==> config.mk <==
export PLATFORM = sky130hd
export DESIGN_NAME = fp_mul_seq_flat
export DESIGN_NICKNAME = d
export VERILOG_FILES = /design/src/rtl/fp_mul_seq_pkg.sv /design/src/rtl/fp_mul_seq_if.sv /design/src/rtl/fp_mul_seq_mant.sv /design/src/rtl/fp_mul_seq.sv /design/src/flat_wrapper.sv
export SDC_FILE = /design/constraint.sdc
export NUM_CORES = 1
export LEC_CHECK = 0
export ABC_AREA = 1
export CORE_MARGIN = 4
export CORE_UTILIZATION = 52
export CTS_CLUSTER_SIZE = 8
export DETAILED_ROUTE_END_ITERATION = 10
export MAX_ROUTING_LAYER = met4
export PLACE_DENSITY_LB_ADDON = 0.08
export SLEW_MARGIN = 40
export SYNTH_ARGS = -nofsm -noshare
export SYNTH_HDL_FRONTEND = slang
export SYNTH_SLANG_ARGS = --single-unit
==> constraint.sdc <==
create_clock -name clk -period 11.1 [get_ports clk]
set_clock_uncertainty 0.15 [all_clocks]
set_input_delay 1.11 -clock clk [delete_from_list [all_inputs] [get_ports clk]]
set_output_delay 1.11 -clock clk [all_outputs]
set_load 0.03 [all_outputs]
==> src/rtl/fp_mul_seq_pkg.sv <==
// Shared float-point types, constants and classification helpers used by the
// sequential multiplier and its testbench.
package fp_mul_seq_pkg;

  localparam int unsigned EXPONENT_BITS = 8;
  localparam int unsigned FRACTION_BITS = 23;
  localparam int          BIAS          = 127;
  localparam logic [31:0] QNAN          = 32'h7FC00000;

  typedef struct packed {
    logic                     sign;
    logic [EXPONENT_BITS-1:0] exponent;
    logic [FRACTION_BITS-1:0] fraction;
  } float_t;

  typedef struct packed {
    logic invalid;
    logic overflow;
    logic underflow;
  } flags_t;

  typedef enum logic [2:0] {
    IDLE  = 3'd0,
    CHECK = 3'd1,
    MULT  = 3'd2,
    NORM  = 3'd3,
    DONE  = 3'd4
  } fpmul_state_t;

  function automatic logic iszero(input float_t f);
    return (f.exponent == '0) && (f.fraction == '0);
  endfunction

  function automatic logic isdenorm(input float_t f);
    return (f.exponent == '0) && (f.fraction != '0);
  endfunction

  function automatic logic isnan(input float_t f);
    return (f.exponent == '1) && (f.fraction != '0);
  endfunction

  function automatic logic isinfinity(input float_t f);
    return (f.exponent == '1) && (f.fraction == '0);
  endfunction

endpackage

==> src/rtl/fp_mul_seq_if.sv <==
// Operand/result handshake bundle for the sequential float multiplier.
interface fp_mul_seq_if;
  import fp_mul_seq_pkg::*;

  logic        in_valid;
  logic        in_ready;
  logic [31:0] a;
  logic [31:0] b;
  logic        out_valid;
  logic        out_ready;
  logic [31:0] result;
  flags_t      flags;
  logic        busy;

  modport master (
    output in_valid, a, b, out_ready,
    input  in_ready, out_valid, result, flags, busy
  );

  modport slave (
    input  in_valid, a, b, out_ready,
    output in_ready, out_valid, result, flags, busy
  );

endinterface

==> src/rtl/fp_mul_seq_mant.sv <==
// 24x24 shift-add mantissa multiplier, one multiplier bit per cycle, 24 steps.
// Only the upper 25 product bits leave the unit; the rest only feed the shift.
module fp_mant_mul_iter (
  input  logic        clk,
  input  logic        reset,
  input  logic        start,
  input  logic [23:0] mcand,
  input  logic [23:0] mplier,
  output logic        done,
  output logic [24:0] prod_hi
);

  logic [47:0] prod_q, prod_d;
  logic [23:0] mcand_q, mcand_d;
  logic [4:0]  cnt_q, cnt_d;
  logic        run_q, run_d;
  logic [24:0] partial;

  always_comb begin
    prod_d  = prod_q;
    mcand_d = mcand_q;
    cnt_d   = cnt_q;
    run_d   = run_q;
    // multiplier sits in the low half and is consumed LSB first as it shifts out
    partial = {1'b0, prod_q[47:24]} + {1'b0, (prod_q[0] ? mcand_q : 24'd0)};
    if (start) begin
      prod_d  = {24'd0, mplier};
      mcand_d = mcand;
      cnt_d   = 5'd0;
      run_d   = 1'b1;
    end else if (run_q) begin
      prod_d = {partial, prod_q[23:1]};
      if (cnt_q == 5'd23) begin
        cnt_d = 5'd0;
        run_d = 1'b0;
      end else begin
        cnt_d = cnt_q + 5'd1;
      end
    end
  end

  always_ff @(posedge clk or posedge reset) begin
    if (reset) begin
      prod_q  <= '0;
      mcand_q <= '0;
      cnt_q   <= '0;
      run_q   <= 1'b0;
    end else begin
      prod_q  <= prod_d;
      mcand_q <= mcand_d;
      cnt_q   <= cnt_d;
      run_q   <= run_d;
    end
  end

  assign done    = run_q && (cnt_q == 5'd23);
  assign prod_hi = prod_q[47:23];

endmodule

==> src/rtl/fp_mul_seq.sv <==
// Multi-cycle IEEE-754 single multiplier: truncating, denormals flushed to zero.
//   state | meaning
//   IDLE  | waiting for operands, in_ready high
//   CHECK | classify operands, resolve special cases
//   MULT  | 24-step mantissa multiply in progress
//   NORM  | normalise, range-check exponent, pack
//   DONE  | result presented until out_ready
module fp_mul_seq
  import fp_mul_seq_pkg::*;
(
  input  logic        clk,
  input  logic        reset,
  fp_mul_seq_if.slave bus
);

  fpmul_state_t      state_q, state_d;
  float_t            a_q, a_d, b_q, b_d;
  logic [31:0]       result_q, result_d;
  flags_t            flags_q, flags_d;
  logic signed [9:0] exp_q, exp_d;

  logic              mul_start, mul_done;
  logic [24:0]       prod_hi;
  logic              sign;
  logic              a_zero, b_zero, a_nan, b_nan, a_inf, b_inf;
  logic signed [9:0] exp_norm;
  logic [22:0]       frac_norm;

  fp_mant_mul_iter u_mant (
    .clk     (clk),
    .reset   (reset),
    .start   (mul_start),
    .mcand   ({1'b1, a_q.fraction}),
    .mplier  ({1'b1, b_q.fraction}),
    .done    (mul_done),
    .prod_hi (prod_hi)
  );

  always_comb begin
    state_d   = state_q;
    a_d       = a_q;
    b_d       = b_q;
    result_d  = result_q;
    flags_d   = flags_q;
    exp_d     = exp_q;
    mul_start = 1'b0;

    sign   = a_q.sign ^ b_q.sign;
    a_zero = iszero(a_q) || isdenorm(a_q);
    b_zero = iszero(b_q) || isdenorm(b_q);
    a_nan  = isnan(a_q);
    b_nan  = isnan(b_q);
    a_inf  = isinfinity(a_q);
    b_inf  = isinfinity(b_q);

    exp_norm  = exp_q + $signed({9'd0, prod_hi[24]});
    frac_norm = prod_hi[24] ? prod_hi[23:1] : prod_hi[22:0];

    case (state_q)
      IDLE: begin
        if (bus.in_valid) begin
          a_d     = bus.a;
          b_d     = bus.b;
          state_d = CHECK;
        end
      end
      CHECK: begin
        flags_d = '0;
        state_d = DONE;
        if (a_nan || b_nan || (a_inf && b_zero) || (b_inf && a_zero)) begin
          result_d        = QNAN;
          flags_d.invalid = 1'b1;
        end else if (a_inf || b_inf) begin
          result_d = {sign, 8'hFF, 23'd0};
        end else if (a_zero || b_zero) begin
          result_d = {sign, 31'd0};
        end else begin
          exp_d     = $signed({2'b00, a_q.exponent}) + $signed({2'b00, b_q.exponent})
                      - 10'sd127;
          mul_start = 1'b1;
          state_d   = MULT;
        end
      end
      MULT: begin
        if (mul_done) state_d = NORM;
      end
      NORM: begin
        flags_d = '0;
        if (exp_norm >= 10'sd255) begin
          result_d         = {sign, 8'hFF, 23'd0};
          flags_d.overflow = 1'b1;
        end else if (exp_norm <= 10'sd0) begin
          result_d          = {sign, 31'd0};
          flags_d.underflow = 1'b1;
        end else begin
          result_d = {sign, exp_norm[7:0], frac_norm};
        end
        state_d = DONE;
      end
      DONE: begin
        if (bus.out_ready) state_d = IDLE;
      end
      default: state_d = IDLE;
    endcase
  end

  always_ff @(posedge clk or posedge reset) begin
    if (reset) begin
      state_q  <= IDLE;
      a_q      <= '0;
      b_q      <= '0;
      result_q <= '0;
      flags_q  <= '0;
      exp_q    <= '0;
    end else begin
      state_q  <= state_d;
      a_q      <= a_d;
      b_q      <= b_d;
      result_q <= result_d;
      flags_q  <= flags_d;
      exp_q    <= exp_d;
    end
  end

  assign bus.in_ready  = (state_q == IDLE);
  assign bus.busy      = (state_q != IDLE);
  assign bus.out_valid = (state_q == DONE);
  assign bus.result    = result_q;
  assign bus.flags     = flags_q;

endmodule

==> src/flat_wrapper.sv <==
// flat-port wrapper written by rule: the top's interface ports become plain ports
module fp_mul_seq_flat import fp_mul_seq_pkg::*;
  (clk, reset, bus_in_valid, bus_a, bus_b, bus_out_ready, bus_in_ready, bus_out_valid, bus_result, bus_flags, bus_busy);
  fp_mul_seq_if bus_i ();
  input  logic clk;
  input  logic reset;
  input wire logic [$bits(bus_i.in_valid)-1:0] bus_in_valid;
  input wire logic [$bits(bus_i.a)-1:0] bus_a;
  input wire logic [$bits(bus_i.b)-1:0] bus_b;
  input wire logic [$bits(bus_i.out_ready)-1:0] bus_out_ready;
  output wire logic [$bits(bus_i.in_ready)-1:0] bus_in_ready;
  output wire logic [$bits(bus_i.out_valid)-1:0] bus_out_valid;
  output wire logic [$bits(bus_i.result)-1:0] bus_result;
  output wire logic [$bits(bus_i.flags)-1:0] bus_flags;
  output wire logic [$bits(bus_i.busy)-1:0] bus_busy;
  assign bus_i.in_valid = bus_in_valid;
  assign bus_i.a = bus_a;
  assign bus_i.b = bus_b;
  assign bus_i.out_ready = bus_out_ready;
  assign bus_in_ready = bus_i.in_ready;
  assign bus_out_valid = bus_i.out_valid;
  assign bus_result = bus_i.result;
  assign bus_flags = bus_i.flags;
  assign bus_busy = bus_i.busy;
  fp_mul_seq u_core (.clk(clk), .reset(reset), .bus(bus_i));
endmodule
# --- Word-level counts from Yosys, hierarchy flattened ---
# Cells that the tools add are included.
totals:
  register_bits: 190
  output_inout_bits: 38
classes:
  add_sub_neg: 5
  order_cmp: 2
  n_eq_ne: 11
  n_mux: 32
  n_bitwise: 4
  reduce_logical: 32
ops:
  columns: ["operator", "count"]
  rows:
  - ["2-to-1 mux 32 bit", 3]
  - ["2-to-1 mux 48 bit", 2]
  - ["one-hot mux 32 bit (2 select lines)", 1]
  - ["2-to-1 mux 31 bit", 2]
  - ["zero test 23 bit", 2]
  - ["nonzero test 23 bit", 2]
  - ["adder 24 x 24 -> 25 bit", 1]
  - ["2-to-1 mux 24 bit", 1]
  - ["2-to-1 mux 23 bit", 1]
  - ["2-to-1 mux 3 bit", 6]
  - ["== test 8 bit (second input constant)", 2]
  - ["zero test 8 bit", 2]
  - ["2-to-1 mux 5 bit", 3]
  - ["one-hot mux 3 bit (5 select lines)", 1]
  - ["logical AND 1 bit", 11]
  - ["2-to-1 mux 1 bit", 11]
  - ["adder 10 x 2 -> 10 bit", 1]
  - ["greater-or-equal comparator 10 x 9 -> 1 bit (second input constant)", 1]
  - ["<= comparator 10 x 1 -> 1 bit (second input constant)", 1]
  - ["subtractor 10 x 8 -> 10 bit (second input constant)", 1]
  - ["adder 8 x 8 -> 9 bit", 1]
  - ["logical OR 1 bit", 7]
  - ["== test 3 x 2 -> 1 bit (second input constant)", 2]
  - ["one-hot mux 3 bit (2 select lines)", 1]
  - ["15 further kinds", 20]

# --- Depth between registers and ports, before layout ---
# Gate-level depths: netlist of the first run.
logic_depth:
  depth_word: 9
  ltp_mapped: 17

# --- By module ---
# From an unflattened synthesis of the first run, not the netlist that was laid out.
unflattened:
  cells_unflattened: 1387
  hier_area_um2: 11028.1
by_module_without_submodules:
  columns: ["module", "instances", "cells_per_inst", "area_each_um2"]
  rows:
  - ["fp_mul_seq", 1, 627, 5796.8]
  - ["fp_mant_mul_iter", 1, 760, 5231.3]

# --- Worst setup path after synthesis of the first run ---
# OpenSTA, ideal clock, no wires.
synth_path:
  path_kind: "register to register"
  startpoint: "register u_core.u_mant.prod_q[0]"
  endpoint: "register u_core.u_mant.prod_q[39]"
  setup_ns: 0.126
  t_arrival_ns: 2.150
  setup_slack_ns: 8.674
  path_stages_with_launch: 16
  period_less_slack_ns: 2.426
  cell_sequence: "dfrtp_1 > clkbuf_1 > clkbuf_1 > nand2_1 > inv_1 > ha_1 > fa_1 > nand3_1 > nand2_1 > nand2_1 > o211ai_1 > nand2_1 > nand2_1 > xor2_1 > nand2_1 > o21ai_0"
synth_via:
  elab_chain_cells: 4
synth_lines:
  columns: ["item", "line", "text"]
  rows:
  - ["from (decl)", "fp_mul_seq_mant.sv:13", "logic [47:0] prod_q, prod_d;"]
  - ["from (signal assigned)", "fp_mul_seq_mant.sv:49", "prod_q <= prod_d;"]
  - ["2-to-1 mux 24 bit", "fp_mul_seq_mant.sv:25", "partial = {1'b0, prod_q[47:24]} + {1'b0, (prod_q[0] ? mcand_q : 24'd0)};"]
  - ["adder 24 x 24 -> 25 bit", "fp_mul_seq_mant.sv:25", null]
  - ["2-to-1 mux 48 bit", "fp_mul_seq_mant.sv:31", "end else if (run_q) begin"]
  - ["2-to-1 mux 48 bit", "fp_mul_seq_mant.sv:26", "if (start) begin"]
# No other way between the ends. The select of a mux whose other input is x is not followed.
# A chain may end at the register's enable or synchronous reset.

# --- Worst setup path after layout of the first run ---
layout_path:
  startpoint: "register u_core.b_q[19] (netlist bit)"
  endpoint: "register u_core.u_mant.mcand_q[23]"
layout_via:
  elab_chain_cells: 8
layout_lines:
  columns: ["item", "line", "text"]
  rows:
  - ["from (decl)", "fp_mul_seq.sv:17", "float_t a_q, a_d, b_q, b_d;"]
  - ["from (signal assigned)", "fp_mul_seq.sv:111", "b_q <= '0;"]
  - ["from (signal assigned)", "fp_mul_seq.sv:118", "b_q <= b_d;"]
  - ["zero test 23 bit / nonzero test 23 bit (equally long branches)", null, null]
  - ["logical AND 1 bit, on equally long branches", "fp_mul_seq_pkg.sv:31, fp_mul_seq_pkg.sv:35", null]
  - ["logical OR 1 bit", "fp_mul_seq.sv:50", "b_zero = iszero(b_q) || isdenorm(b_q);"]
  - ["logical OR 1 bit / logical AND 1 bit (equally long branches)", "fp_mul_seq.sv:75, fp_mul_seq.sv:70", null]
  - ["2-to-1 mux 1 bit / logical OR 1 bit (equally long branches)", "fp_mul_seq.sv:75, fp_mul_seq.sv:70", null]
  - ["2-to-1 mux 1 bit / logical OR 1 bit (equally long branches)", "fp_mul_seq.sv:73, fp_mul_seq.sv:70", null]
  - ["2-to-1 mux 1 bit *", "fp_mul_seq.sv:70", "if (a_nan || b_nan || (a_inf && b_zero) || (b_inf && a_zero)) begin"]
  - ["2-to-1 mux 1 bit *", "fp_mul_seq.sv:59", "case (state_q)"]
  - ["to (signal assigned)", "fp_mul_seq_mant.sv:50", "mcand_q <= mcand_d;"]
  - ["to (decl)", "fp_mul_seq_mant.sv:14", "logic [23:0] mcand_q, mcand_d;"]
# Mark *: on every way between the ends. The rest lies on a longest branch, timed or not.

==> results.json, run 1 <==
{
  "cp_top_family": "simple AND/OR/NAND/NOR gates",
  "diodes": 0,
  "worst_slew_pin_slew_ns": 0.724,
  "cap_violations": 0,
  "ctsResizeCount": 0,
  "antenna_found_initial": 0,
  "nFillCells": 1802,
  "hold_buffers": 0,
  "placed_cells": 1653,
  "gr-max-usage-layer": "met1",
  "wire_per_inst_um": 14.4,
  "gp_congestion": 0.982,
  "wirelength_um": 24300,
  "yosys-top-cells-area": "dfrtp_1 45%, nand2_1 16%, mux2_2 6.3%",
  "fmax_ghz": 0.312,
  "avgSynthCellArea_um2": 7.95,
  "crit_path_frequent_cell": "nor2_1",
  "synth_cell_types": 38,
  "dr.first_iter.drc_count": 658,
  "grt_overflow": 0,
  "die_x_um": 150,
  "std_cell_rows": 51,
  "grt_pass1_wl_um": 41400,
  "multi_input_area_um2": 5010,
  "hold_class": "flip-flop to flip-flop",
  "cp_slowest_cell": "clkinv_2",
  "clockBufferDepth": 2,
  "slew_headroom_pct": 51.7,
  "dp.final_hpwl_um": 18000,
  "syn-num-nets": 1423,
  "drc": 0,
  "num-nets-final": 1513,
  "yosysWarnings": 0,
  "synthCells": 1317,
  "synthToLayoutAreaGrowth_pct": 17.5,
  "place_ws_ns": 7.29,
  "finalHoldViolCount": 0,
  "critical_path_required_ns": 11.27,
  "synth_edf_count": 0,
  "critPathLaunchType": "flip-flop",
  "vdd_drop_max_v": 0.000141,
  "cts_setup_buffers": 0,
  "yosysTopAreaCell": "dfrtp_1",
  "ys_seq_elements": 190,
  "cpPeakStageDelay_ns": 0.71,
  "fin_cells": 1685,
  "avgViaCountPerCell": 5.15,
  "io_buffer_count": 105,
  "leakagePower_nw": 6.10,
  "coreArea_um2": 19700,
  "drt-pass1-iter-count": 6,
  "vias": 8683,
  "cellPowerDensity_nw_per_um2": 296,
  "postRouteAntennaNets": 0,
  "rsz0062_at_grt": "no",
  "synthFlopType": "dfrtp_1",
  "start_util_pct": 53.3,
  "use_met3_pct": 2.94,
  "clock_latency_ns": 0.44,
  "fin_ws_ns": 7.89,
  "grt_start_max_net_pins": 89,
  "min_period_ns": 3.21,
  "gr-usage-met2_pct": 34.2,
  "critical_path_arrival_ns": 3.37,
  "regArea_um2": 4760,
  "worst-setup-path-type": "flip-flop to flip-flop",
  "setup_tns_ns": 0,
  "cp-end-kind": "flip-flop",
  "drive_gt1_share_pct": 9.30,
  "final-max-slew-violation-count": 0,
  "status": "finished clean",
  "total_power_mw": 3.64,
  "clock-sinks": 190,
  "track_usage_pct": 23.6,
  "clk_pin_slew_worst_paths_ns": 0.08,
  "critPathMaxFanout": 54,
  "path_buf_inv": 2,
  "cts_tree": "yes",
  "cts_buffers": 17,
  "grt_util_met1_pct": 35.6,
  "setup_viol": 0,
  "synth.cell_area_um2": 10500,
  "htreeDepth": 4,
  "ys_async_sr_fraction_pct": 100,
  "die_h_um": 150,
  "synth_top_area_share_pct": 45.4,
  "clock-root-buffer": "clkbuf_16",
  "period_share_pct": 28.9,
  "grt_pass1_vias": 8259,
  "ys_seq_area_share_pct": 45.4,
  "dieArea_um2": 22500,
  "path_cells": "nor2_1 -> nand2_1 -> nor2_1 -> nand3_1 -> nor2_1 -> nor2_1 -> nand3_2 -> buf_4 -> clkinv_2 -> or2_2",
  "io_pins": 106
}
layout by cell type (no fill, tap or decap), types with 11 or more instances in the layout:
| cell type | count |
|---|---|
| o21ai_2 | 11 |
| mux2_2 | 59 |
| a21oi_1 | 49 |
| nand4_1 | 27 |
| inv_1 | 131 |
| nand2_1 | 434 |
| clkdlybuf4s50_1 | 105 |
| clkbuf_16 | 17 |
| o22ai_1 | 13 |
| dfrtp_1 | 189 |
| nor2_1 | 99 |
| nand3_1 | 83 |
| xor2_1 | 11 |
| o21ai_0 | 72 |
| ha_1 | 36 |
metrics by stage:
stage / hold slack (ns) / util [%] / instance area (um^2)
floorplan: 0.290 / - / 10500
CTS: 0.334 / 62.6 / 12300
finish: 0.328 / 62.6 / 12300
global route: 0.347 / 62.6 / 12300
detailed placement: 0.316 / 59.6 / 11700
global placement: 0.302 / 59.6 / 11700
sequential cells by signal (all words and copies together) (netlist names):
| name | flops |
|---|---|
| u_core.u_mant.prod_q | 48 |
| u_core.a_q | 32 |
| u_core.b_q | 32 |
| u_core.bus.result | 32 |
| u_core.u_mant.mcand_q | 24 |
| u_core.exp_q | 10 |
| u_core.u_mant.cnt_q | 5 |
| u_core.bus.flags | 3 |
| u_core.state_q | 3 |
| u_core.u_mant.run_q | 1 |
cell families after synthesis:
| group | share of synthesized area [%] |
|---|---|
| AOI/OAI and AO/OA | 8.34 |
| buffers and inverters | 6.86 |
| xor gates and xnor gates | 1.59 |
| adders and majority gates | 4.68 |
| DFF | 45.4 |
| muxes | 6.34 |
| and+or+nand+nor | 26.8 |
worst paths after layout:
kind | from | endpoint | slack (ns) | cells past startpoint
setup / recovery | u_core.b_q[19]$_DFFE_PP0P_ | u_core.u_mant.mcand_q[23]$_DFFE_PP0P_ | 7.89 | 10
hold / removal | u_core.u_mant.mcand_q[23]$_DFFE_PP0P_ | u_core.u_mant.mcand_q[23]$_DFFE_PP0P_ | 0.33 | 1
setup reg to reg | u_core.b_q[19]$_DFFE_PP0P_ | u_core.u_mant.mcand_q[23]$_DFFE_PP0P_ | 7.89 | 10
hold reg to reg | u_core.u_mant.mcand_q[23]$_DFFE_PP0P_ | u_core.u_mant.mcand_q[23]$_DFFE_PP0P_ | 0.33 | 1
max in group asynchronous | reset | u_core.u_mant.prod_q[0]$_DFFE_PP0P_ | 8.01 | 4
min in group asynchronous | reset | u_core.a_q[18]$_DFFE_PP0P_ | 1.01 | 2
Yosys cell counts, types with 2 or more instances:
cell	n
clkbuf_1	11
nand3_1	83
nand3b_1	4
nand2_1	435
xor2_1	11
xnor2_1	8
nor3_1	10
nor2_4	3
a21oi_1	49
o21ai_2	11
nand3_2	2
mux2_2	59
buf_4	2
buf_2	25
dfrtp_1	190
inv_1	132
nand4_1	27
inv_2	8
o22ai_1	13
o21ai_1	3
o21ai_0	72
or2_2	2
nor2_1	99
fa_1	2
o21bai_1	3
nand2_2	6
ha_1	36
cell type report:
type                            count  share of cell area, %
Sequential cell                   190                   38.6
Clock inverter                     13                   1.16
Clock buffer                       19                   3.60
Timing Repair Buffer              110                   8.88
Tap cell                          265                   2.69
Multi-Input combinational cell    948                   40.7
Inverter                          140                   4.34
where the power goes:
| group | switching [mW] | internal (mW) | leakage, nW |
|---|---|---|---|
| Clock | 0.303 | 0.307 | 0.283 |
| Combinational | 1.06 | 0.691 | 3.45 |
| Sequential | 0.260 | 1.02 | 2.36 |
layer usage:
metal,part of all wire (%),vias to the layer above
met3,4.9,23
met2,43,184
met5,0,-
met4,1.4,0
li1,-,4449
met1,51,4027
(Power assumes the default switching activity.)
==> inputs of run 2 (changes only) <==
clock period = 3 ns   (was 11.1 ns; I/O delays follow)
==> results.json, run 2 (same netlist as run 1, synthesis figures left out) <==
{
  "critPathMaxFanout": 25,
  "cp-end-kind": "flip-flop",
  "die_h_um": 150,
  "vdd_drop_max_v": 0.000587,
  "htreeDepth": 4,
  "min_period_ns": 2.62,
  "crit_path_frequent_cell": "nand2_1",
  "comb_power_share_pct": 48.9,
  "fmax_ghz": 0.382,
  "worst-setup-path-type": "flip-flop to flip-flop",
  "die_x_um": 150,
  "slew_headroom_pct": 61.0,
  "grt_start_max_net_pins": 84,
  "final_common_cell": "nand2_1",
  "track_usage_pct": 24.3,
  "top_register": "u_core.u_mant.prod_q",
  "largest_reg_flops": 48,
  "hold_buffers": 0,
  "p_sw_mw": 6.09,
  "final-max-slew-violation-count": 0,
  "path_buf_inv": 3,
  "dp.final_hpwl_um": 19000,
  "hold_class": "input pin to asynchronous set/reset pin",
  "stdcell_area_um2": 12400,
  "synthToLayoutAreaGrowth_pct": 18.7,
  "power_switching_share_pct": 44.3,
  "critical_path_required_ns": 3.19,
  "critical_path_arrival_ns": 2.81,
  "finalHoldViolCount": 0,
  "period_share_pct": 87.3,
  "wirelength_um": 25300,
  "clock-root-buffer": "clkbuf_16",
  "nFillCells": 1831,
  "setup_tns_ns": 0,
  "cts_setup_buffers": 0,
  "clk_pin_slew_worst_paths_ns": 0.07,
  "p_seq_share_pct": 34.5,
  "drc": 0,
  "diodes": 0,
  "antenna_found_initial": 0,
  "leakagePower_nw": 6.17,
  "cts_tree": "yes",
  "coreArea_um2": 19700,
  "status": "finished clean",
  "clockPowerShare_pct": 16.6,
  "ctsResizeCount": 0,
  "avgViaCountPerCell": 5.18,
  "wire_per_inst_um": 14.9,
  "vias": 8782,
  "drive_gt1_share_pct": 9.87,
  "drt-pass1-iter-count": 5,
  "start_util_pct": 53.3,
  "place_area_um2": 11800,
  "num-nets-final": 1523,
  "postRouteAntennaNets": 0,
  "reg2reg_from": "u_core.u_mant.prod_q[0]$_DFFE_PP0P_",
  "std_cell_rows": 51,
  "cp_slowest_cell": "dfrtp_1",
  "worst_slew_pin_slew_ns": 0.579,
  "rsz0062_at_grt": "no",
  "setup_viol": 0,
  "cellPowerDensity_nw_per_um2": 1110,
  "grt_overflow": 0,
  "cpPeakStageDelay_ns": 0.36,
  "clockBufferDepth": 2,
  "io_pins": 106,
  "io_buffer_count": 105,
  "dr.first_iter.drc_count": 668,
  "path_cells": "buf_4 -> nand2_1 -> inv_1 -> ha_1 -> a21oi_1 -> inv_1 -> nor2_1 -> nand2_1 -> a21oi_1 -> xor2_1 -> nand2_1 -> o21ai_0",
  "cts_buffers": 17,
  "dieArea_um2": 22500,
  "cp_top_family": "compound AO/OA/AOI/OAI gates",
  "clock-sinks": 190,
  "layout_common_cells": "434 x nand2_1, 190 x dfrtp_1, 131 x inv_1",
  "clock_latency_ns": 0.44,
  "gp_congestion": 1.01,
  "critPathLaunchType": "flip-flop",
  "critPathLaunch": "u_core.u_mant.prod_q[0]$_DFFE_PP0P_",
  "p_int_mw": 7.65,
  "grt_pass1_vias": 8332,
  "cap_violations": 0,
  "grt_pass1_wl_um": 42400
}
[run 2: per-layer routing]
metal	wire [um]	vias up	global-route usage, %
met3	1420	29	3.60
li1	-	4463	-
met4	388	0	5.81
met2	10600	223	34.3
met5	0	-	-
met1	12800	4067	36.9
[run 2: layout make-up]
cell class                      instances  area, um^2  share of cell area [%]
Inverter                              140         529                    4.26
Clock buffer                           18         439                    3.53
Clock inverter                         13         151                    1.22
Timing Repair Buffer                  120        1230                    9.86
Tap cell                              265         332                    2.67
Sequential cell                       190        4750                    38.2
Multi-Input combinational cell        948        5010                    40.2
[run 2: through the flow]
stage / hold slack [ns] / setup WS (ns) / instances / total power, mW / utilization [%]
final: 0.119 / 0.381 / 1694 / 13.7 / 63.3
after global placement: 0.303 / 0.494 / 1663 / 11.3 / 60.3
after CTS: 0.117 / 0.435 / 1694 / 13.8 / 63.3
after detailed placement: 0.307 / 0.446 / 1663 / 11.5 / 60.3
after global routing: 0.150 / 0.185 / 1694 / 15.0 / 63.3
after floorplan: 0.290 / 0.102 / 1317 / 9.49 / -
[run 2: final timing paths]
kind	cells after the start	to	slack (ns)
worst min register to register	2	u_core.u_mant.prod_q[21]$_DFFE_PP0P_	0.33
worst max-delay path	12	u_core.u_mant.prod_q[34]$_DFFE_PP0P_	0.38
min in group clk	3	u_core.a_q[16]$_DFFE_PP0P_	0.29
max in group asynchronous	3	u_core.bus.result[22]$_DFFE_PP0P_	1.75
worst max register to register	12	u_core.u_mant.prod_q[34]$_DFFE_PP0P_	0.38
worst min-delay path	2	u_core.u_mant.mcand_q[15]$_DFFE_PP0P_	0.12
[run 2: power by group through the flow]
stage	clock, mW	sequential [mW]	combinational, mW
after global placement	0	4.76	6.57
after floorplan	0	4.84	4.65
after CTS	2.32	4.74	6.73
after global routing	2.44	4.91	7.63
final	2.28	4.75	6.72
after detailed placement	0	4.78	6.69
